### src/rtl/cp0_exc_sequencer_if.sv
// Bundle between the CP0 sequencer, the pipeline/exception requesters and the CP0 register file.
// The sequencer takes the slave view; the pipeline-side environment takes the master view.
interface cp0_exc_sequencer_if;
  logic        exc_req;
  logic [4:0]  exc_code;
  logic [31:0] exc_pc;
  logic        exc_bd;
  logic [31:0] exc_badvaddr;
  logic        eret_req;
  logic        pipe_req;
  logic        pipe_we;
  logic [4:0]  pipe_rd;
  logic [2:0]  pipe_sel;
  logic [31:0] pipe_wdata;
  logic        exc_ack;
  logic        eret_ack;
  logic        pipe_ack;
  logic        pipe_rvalid;
  logic [31:0] pipe_rdata;
  logic        busy;
  logic        redirect;
  logic [31:0] redirect_pc;
  logic        cp0_we;
  logic        cp0_re;
  logic [4:0]  cp0_rd;
  logic [2:0]  cp0_sel;
  logic [31:0] cp0_wdata;
  logic [31:0] cp0_rdata;

  modport slave (
    input  exc_req, exc_code, exc_pc, exc_bd, exc_badvaddr, eret_req,
           pipe_req, pipe_we, pipe_rd, pipe_sel, pipe_wdata, cp0_rdata,
    output exc_ack, eret_ack, pipe_ack, pipe_rvalid, pipe_rdata, busy,
           redirect, redirect_pc, cp0_we, cp0_re, cp0_rd, cp0_sel, cp0_wdata
  );

  modport master (
    output exc_req, exc_code, exc_pc, exc_bd, exc_badvaddr, eret_req,
           pipe_req, pipe_we, pipe_rd, pipe_sel, pipe_wdata, cp0_rdata,
    input  exc_ack, eret_ack, pipe_ack, pipe_rvalid, pipe_rdata, busy,
           redirect, redirect_pc, cp0_we, cp0_re, cp0_rd, cp0_sel, cp0_wdata
  );
endinterface

### src/rtl/cp0_exc_sequencer.sv
// Single-port CP0 register file owner: arbitrates MTC0/MFC0 against exception entry and ERET,
// sequences the multi-cycle Status/Cause/EPC/BadVAddr updates and issues the fetch redirect.
module cp0_exc_sequencer #(
  parameter logic [31:0] EXC_VECTOR = 32'hBFC00380,
  parameter int          STATUS_EXL = 1
) (
  input  logic              clk,
  input  logic              rst,
  cp0_exc_sequencer_if.slave bus
);

  typedef enum logic [3:0] {
    IDLE, X_RD_ST, X_WR_ST, X_WR_CAUSE, X_WR_EPC, X_WR_BADV, X_REDIR,
    E_RD_EPC, E_RD_ST, E_WR_ST, E_REDIR
  } state_t;

  localparam logic [31:0] EXL_MASK = 32'h1 << STATUS_EXL;

  state_t      state, state_n;
  logic [4:0]  code_q;
  logic [31:0] pc_q;
  logic        bd_q;
  logic [31:0] badv_q;
  logic        old_exl_q;
  logic [31:0] epc_q;
  logic        rvalid_q;
  logic        badv_code;

  assign badv_code       = (code_q == 5'd4) || (code_q == 5'd5);
  assign bus.pipe_rvalid = rvalid_q;
  assign bus.pipe_rdata  = bus.cp0_rdata;

  always_ff @(posedge clk) begin
    if (rst) begin
      state     <= IDLE;
      rvalid_q  <= 1'b0;
      code_q    <= '0;
      pc_q      <= '0;
      bd_q      <= 1'b0;
      badv_q    <= '0;
      old_exl_q <= 1'b0;
      epc_q     <= '0;
    end else begin
      state    <= state_n;
      rvalid_q <= bus.pipe_ack && !bus.pipe_we;
      if (bus.exc_ack) begin
        code_q <= bus.exc_code;
        pc_q   <= bus.exc_pc;
        bd_q   <= bus.exc_bd;
        badv_q <= bus.exc_badvaddr;
      end
      if (state == X_WR_ST) old_exl_q <= bus.cp0_rdata[STATUS_EXL];
      if (state == E_RD_ST) epc_q <= bus.cp0_rdata;
    end
  end

  // Outputs are forced low while rst is high so a reset mid-sequence can never leak a write.
  always_comb begin
    state_n         = state;
    bus.exc_ack     = 1'b0;
    bus.eret_ack    = 1'b0;
    bus.pipe_ack    = 1'b0;
    bus.busy        = 1'b0;
    bus.redirect    = 1'b0;
    bus.redirect_pc = '0;
    bus.cp0_we      = 1'b0;
    bus.cp0_re      = 1'b0;
    bus.cp0_rd      = '0;
    bus.cp0_sel     = '0;
    bus.cp0_wdata   = '0;
    if (!rst) begin
      bus.busy = (state != IDLE);
      unique case (state)
        IDLE: begin
          if (bus.exc_req) begin
            bus.exc_ack = 1'b1;
            state_n     = X_RD_ST;
          end else if (bus.eret_req) begin
            bus.eret_ack = 1'b1;
            state_n      = E_RD_EPC;
          end else if (bus.pipe_req) begin
            bus.pipe_ack  = 1'b1;
            bus.cp0_rd    = bus.pipe_rd;
            bus.cp0_sel   = bus.pipe_sel;
            bus.cp0_wdata = bus.pipe_wdata;
            bus.cp0_we    = bus.pipe_we;
            bus.cp0_re    = !bus.pipe_we;
          end
        end
        X_RD_ST: begin
          bus.cp0_re = 1'b1;
          bus.cp0_rd = 5'd12;
          state_n    = X_WR_ST;
        end
        X_WR_ST: begin
          bus.cp0_we    = 1'b1;
          bus.cp0_rd    = 5'd12;
          bus.cp0_wdata = bus.cp0_rdata | EXL_MASK;
          state_n       = X_WR_CAUSE;
        end
        X_WR_CAUSE: begin
          bus.cp0_we    = 1'b1;
          bus.cp0_rd    = 5'd13;
          bus.cp0_wdata = {(old_exl_q ? 1'b0 : bd_q), 24'b0, code_q, 2'b0};
          // A nested exception keeps the original EPC, so it skips straight past it.
          if (!old_exl_q)     state_n = X_WR_EPC;
          else if (badv_code) state_n = X_WR_BADV;
          else                state_n = X_REDIR;
        end
        X_WR_EPC: begin
          bus.cp0_we    = 1'b1;
          bus.cp0_rd    = 5'd14;
          bus.cp0_wdata = bd_q ? (pc_q - 32'd4) : pc_q;
          state_n       = badv_code ? X_WR_BADV : X_REDIR;
        end
        X_WR_BADV: begin
          bus.cp0_we    = 1'b1;
          bus.cp0_rd    = 5'd8;
          bus.cp0_wdata = badv_q;
          state_n       = X_REDIR;
        end
        X_REDIR: begin
          bus.redirect    = 1'b1;
          bus.redirect_pc = EXC_VECTOR;
          state_n         = IDLE;
        end
        E_RD_EPC: begin
          bus.cp0_re = 1'b1;
          bus.cp0_rd = 5'd14;
          state_n    = E_RD_ST;
        end
        E_RD_ST: begin
          bus.cp0_re = 1'b1;
          bus.cp0_rd = 5'd12;
          state_n    = E_WR_ST;
        end
        E_WR_ST: begin
          bus.cp0_we    = 1'b1;
          bus.cp0_rd    = 5'd12;
          bus.cp0_wdata = bus.cp0_rdata & ~EXL_MASK;
          state_n       = E_REDIR;
        end
        E_REDIR: begin
          bus.redirect    = 1'b1;
          bus.redirect_pc = epc_q;
          state_n         = IDLE;
        end
        default: state_n = IDLE;
      endcase
    end
  end

endmodule

### src/flat_wrapper.sv
// flat-port wrapper written by rule: the top's interface ports become plain ports
module cp0_exc_sequencer_flat 
#(
  parameter logic [31:0] EXC_VECTOR = 32'hBFC00380,
  parameter int          STATUS_EXL = 1
)
  (clk, rst, bus_exc_req, bus_exc_code, bus_exc_pc, bus_exc_bd, bus_exc_badvaddr, bus_eret_req, bus_pipe_req, bus_pipe_we, bus_pipe_rd, bus_pipe_sel, bus_pipe_wdata, bus_cp0_rdata, bus_exc_ack, bus_eret_ack, bus_pipe_ack, bus_pipe_rvalid, bus_pipe_rdata, bus_busy, bus_redirect, bus_redirect_pc, bus_cp0_we, bus_cp0_re, bus_cp0_rd, bus_cp0_sel, bus_cp0_wdata);
  cp0_exc_sequencer_if bus_i ();
  input  logic clk;
  input  logic rst;
  input wire logic [$bits(bus_i.exc_req)-1:0] bus_exc_req;
  input wire logic [$bits(bus_i.exc_code)-1:0] bus_exc_code;
  input wire logic [$bits(bus_i.exc_pc)-1:0] bus_exc_pc;
  input wire logic [$bits(bus_i.exc_bd)-1:0] bus_exc_bd;
  input wire logic [$bits(bus_i.exc_badvaddr)-1:0] bus_exc_badvaddr;
  input wire logic [$bits(bus_i.eret_req)-1:0] bus_eret_req;
  input wire logic [$bits(bus_i.pipe_req)-1:0] bus_pipe_req;
  input wire logic [$bits(bus_i.pipe_we)-1:0] bus_pipe_we;
  input wire logic [$bits(bus_i.pipe_rd)-1:0] bus_pipe_rd;
  input wire logic [$bits(bus_i.pipe_sel)-1:0] bus_pipe_sel;
  input wire logic [$bits(bus_i.pipe_wdata)-1:0] bus_pipe_wdata;
  input wire logic [$bits(bus_i.cp0_rdata)-1:0] bus_cp0_rdata;
  output wire logic [$bits(bus_i.exc_ack)-1:0] bus_exc_ack;
  output wire logic [$bits(bus_i.eret_ack)-1:0] bus_eret_ack;
  output wire logic [$bits(bus_i.pipe_ack)-1:0] bus_pipe_ack;
  output wire logic [$bits(bus_i.pipe_rvalid)-1:0] bus_pipe_rvalid;
  output wire logic [$bits(bus_i.pipe_rdata)-1:0] bus_pipe_rdata;
  output wire logic [$bits(bus_i.busy)-1:0] bus_busy;
  output wire logic [$bits(bus_i.redirect)-1:0] bus_redirect;
  output wire logic [$bits(bus_i.redirect_pc)-1:0] bus_redirect_pc;
  output wire logic [$bits(bus_i.cp0_we)-1:0] bus_cp0_we;
  output wire logic [$bits(bus_i.cp0_re)-1:0] bus_cp0_re;
  output wire logic [$bits(bus_i.cp0_rd)-1:0] bus_cp0_rd;
  output wire logic [$bits(bus_i.cp0_sel)-1:0] bus_cp0_sel;
  output wire logic [$bits(bus_i.cp0_wdata)-1:0] bus_cp0_wdata;
  assign bus_i.exc_req = bus_exc_req;
  assign bus_i.exc_code = bus_exc_code;
  assign bus_i.exc_pc = bus_exc_pc;
  assign bus_i.exc_bd = bus_exc_bd;
  assign bus_i.exc_badvaddr = bus_exc_badvaddr;
  assign bus_i.eret_req = bus_eret_req;
  assign bus_i.pipe_req = bus_pipe_req;
  assign bus_i.pipe_we = bus_pipe_we;
  assign bus_i.pipe_rd = bus_pipe_rd;
  assign bus_i.pipe_sel = bus_pipe_sel;
  assign bus_i.pipe_wdata = bus_pipe_wdata;
  assign bus_i.cp0_rdata = bus_cp0_rdata;
  assign bus_exc_ack = bus_i.exc_ack;
  assign bus_eret_ack = bus_i.eret_ack;
  assign bus_pipe_ack = bus_i.pipe_ack;
  assign bus_pipe_rvalid = bus_i.pipe_rvalid;
  assign bus_pipe_rdata = bus_i.pipe_rdata;
  assign bus_busy = bus_i.busy;
  assign bus_redirect = bus_i.redirect;
  assign bus_redirect_pc = bus_i.redirect_pc;
  assign bus_cp0_we = bus_i.cp0_we;
  assign bus_cp0_re = bus_i.cp0_re;
  assign bus_cp0_rd = bus_i.cp0_rd;
  assign bus_cp0_sel = bus_i.cp0_sel;
  assign bus_cp0_wdata = bus_i.cp0_wdata;
  cp0_exc_sequencer #(.EXC_VECTOR(EXC_VECTOR), .STATUS_EXL(STATUS_EXL)) u_core (.clk(clk), .rst(rst), .bus(bus_i));
endmodule
### config.mk
export PLATFORM = sky130hd
export DESIGN_NAME = cp0_exc_sequencer_flat
export DESIGN_NICKNAME = d
export VERILOG_FILES = /design/src/rtl/cp0_exc_sequencer_if.sv /design/src/rtl/cp0_exc_sequencer.sv /design/src/flat_wrapper.sv
export SDC_FILE = /design/constraint.sdc
export NUM_CORES = 1
export LEC_CHECK = 0
export ABC_AREA = 1
export CAP_MARGIN = 15
export CORE_ASPECT_RATIO = 1.2
export CORE_MARGIN = 2
export CORE_UTILIZATION = 48
export DETAILED_ROUTE_END_ITERATION = 10
export PLACE_DENSITY = 0.86
export SYNTH_ARGS = -nofsm -noshare
export SYNTH_HDL_FRONTEND = slang
export SYNTH_SLANG_ARGS = --single-unit
### constraint.sdc
create_clock -name clk -period 5.1 [get_ports clk]
set_input_delay 1.02 -clock clk [delete_from_list [all_inputs] [get_ports clk]]
set_output_delay 1.02 -clock clk [all_outputs]
set_load 0.03 [all_outputs]
==> results.tsv, run 1 <==
metric	value	unit
ys_seq_area_share	33.2	%
io_pins	260	
wl_met1	9670	um
die-area	14500	um2
cts_setup_buffers	0	
synth_top_area_share	33.2	%
final_util	69.5	%
start_util	49.2	%
tns	0	ns
max_stage_delay	0.70	ns
worstPathArrival	3.37	ns
path_buf_inv	3	
p_switching	0.00179	W
ir_drop	0.310	mV
grt_start_max_net_pins	84	
crit_path_frequent_cell	nand2_1	
seq_area	2160	um2
synth-edff-count	0	
max_cap_violations	0	
portBuffers	259	
syn-instance-count	1021	
fmax	228	MHz
synth_top_cell_by_area	dfxtp_1	
async_reset_ff_share	0	%
route.met3.wl	1730	um
power	0.00397	W
sw_frac_of_total	45.2	%
drt_iter0_drc	712	
grt_overflow_total	0	
final_layout_size_suffix_gt1_share	6.81	%
vias	7459	
finalInstanceArea	9210	um2
reg2reg_from	u_core.state[0]	
area_growth	41.3	%
setup_viol	0	
status	finished, final reports clean	
track_usage	32.4	%
pwr-share-comb	50.1	%
clock-skew-final	0.00387	ns
synth-main-ff-cell	dfxtp_1	
ys_ff_latch	108	
layout_min_cycle_time	4.39	ns
synth_common_cells	nor2_1 (272), nand2_1 (171), dfxtp_1 (108)	
fillCellCount	1185	
multi_input_area	3470	um2
fin_crit_sh	86.1	%
rsz0062_at_grt	false	
layout.nets	1362	
coreArea	13200	um2
wl_met2	11800	um
dp_hpwl	18300	um
numClockSinks	108	
first_pass_iters	5	
hold_slack	0.475	ns
power_frac_seq	29.8	%
antennaDiodeCount	0	
p_leak	3.73	nW
yosys_warnings	0	
grt_pass1_wl	36300	um
die_w	110	um
worst_pin_slew	1.05	ns
slowest_stage	clkdlybuf4s50_1	
synthTopCellsByArea	dfxtp_1 (33%), nor2_1 (16%), nand2_1 (9.9%)	
top_layer	met4	
drv_slew	0	
postSynthAreaPerCell	6.38	um2
synth.most_common_cell	nor2_1	
finalWeightedCongestion	0.974	
cp-startpoint	bus_exc_req	
powerDensity	431	nW/um2
drc	0	
worstSetupStartpointType	input port	
antenna_left	0	
routed_wl	24100	um
hold_class	flip-flop to flip-flop	
antenna_found_initial	0	
crit_family	buffers and inverters	
hold_viol	0	
root_buffer	clkbuf_16	
wire_per_inst	17.4	um
clockBufferDepth	2	
rows	46	
pwr-share-clk	20.0	%
clk_latency	0.35	ns
vias_per_cell	5.38	
synth_cell_types	30	
cts_hold_buf	0	
p_int	0.00218	W
clk_pin_slew	0.08	ns
die_h	132	um
placed_area	8870	um2
path_cells	clkdlybuf4s50_1, nor3_1, nand2_1, inv_2, nand2_1, nand2_1, a21oi_1, a21oi_1, clkdlybuf4s50_1	
max_slew_margin	29.7	%
numCtsBuffers	9	
required	4.08	ns
cp_max_fo	28	
grt_pass1_vias	6895	
synth_nets	1170	
syn-cell-area	6510	um2
cts-resized-gates	0	
hp-start	u_core.badv_q[24]	
criticalPathCategory	input port to primary output	
h-tree-depth	3	
end_kind	primary output	
cts_tree	yes	
registers in the layout, indices dropped and copies added, names as in the netlist:
name	count
u_core.state	4
u_core.bus.pipe_rvalid	1
u_core.epc_q	32
u_core.old_exl_q	1
u_core.badv_q	32
u_core.pc_q	32
u_core.bd_q	1
u_core.code_q	5
placed cells by master, fill, tap and decap left out, types with 4 or more instances in the layout:
cell             instances
clkbuf_16                9
nand4_1                  8
a211oi_1                11
nor3_1                   8
nor2_2                   8
inv_2                   11
o22ai_1                  9
inv_1                   88
dfxtp_1                108
nand3_1                 50
o21ai_1                  8
clkdlybuf4s50_1        258
nand2_1                171
nor2_1                 272
o21ai_0                 69
a21oi_1                 62
a211oi_2                32
a31oi_1                  4
buf_4                    7
power groups by stage:
stage / clock network, W / logic [W] / registers [W]
6_report: 0.000794 / 0.00199 / 0.00118
3_3_place_gp: 0 / 0.00194 / 0.00119
5_1_grt: 0.000823 / 0.00218 / 0.00121
2_1_floorplan: 0 / 0.00138 / 0.00116
3_5_place_dp: 0 / 0.00196 / 0.00120
4_1_cts: 0.000797 / 0.00197 / 0.00118
metal layers:
layer / vias to the layer above / track usage, %
met3: 51 / 3.32
met1: 3433 / 40.2
met4: 0 / 13.7
met5: - / 0
met2: 331 / 55.8
li1: 3644 / -
layout make-up:
class                   instances  area share (%)
multi-input cells             728            37.7
repair buffers                266            28.8
flip-flops and latches        108            23.5
inverters                     100            4.10
clock buffers                  10            2.60
well taps                     168            2.28
clock inverters                 6            1.03
path summary, 6_finish.rpt:
path	slack, ns	cells past startpoint	to
hold reg to reg	0.48	2	u_core.badv_q[24]
setup reg to reg	2.69	7	u_core.badv_q[28]
setup / recovery	0.71	9	bus_cp0_wdata[14]
hold / removal	0.48	2	u_core.badv_q[24]
tightest hold or removal path: stages, from the launching register on:
cell and delay, ns:
dfxtp_1 0.30, inv_1 0.06, a211oi_1 0.06
through the flow:
stage,setup slack (ns),std cells
detailed placement,0.760,1370
global placement,0.808,1370
finish,0.707,1386
global route,0.585,1386
CTS,0.749,1386
floorplan,1.82,1021
cells by family (layout without fill, tap and decap cells):
family | Yosys count | in the layout | share of synthesized area [%]
DFF | 108 | 108 | 33.2
and+or+nand+nor | 523 | 523 | 32.5
buffers and inverters | 185 | 382 | 13.6
AOI/OAI and AO/OA | 204 | 204 | 20.5
adders and majority gates | 1 | 1 | 0.192
No activity file was read; power rests on OpenSTA's default activity.
==> run 2, diff against run 1 <==
- HOLD_SLACK_MARGIN: not set -> 0.15
==> results of run 2 <==
No change in the layout: final DEF, timing and power equal those of run 1.
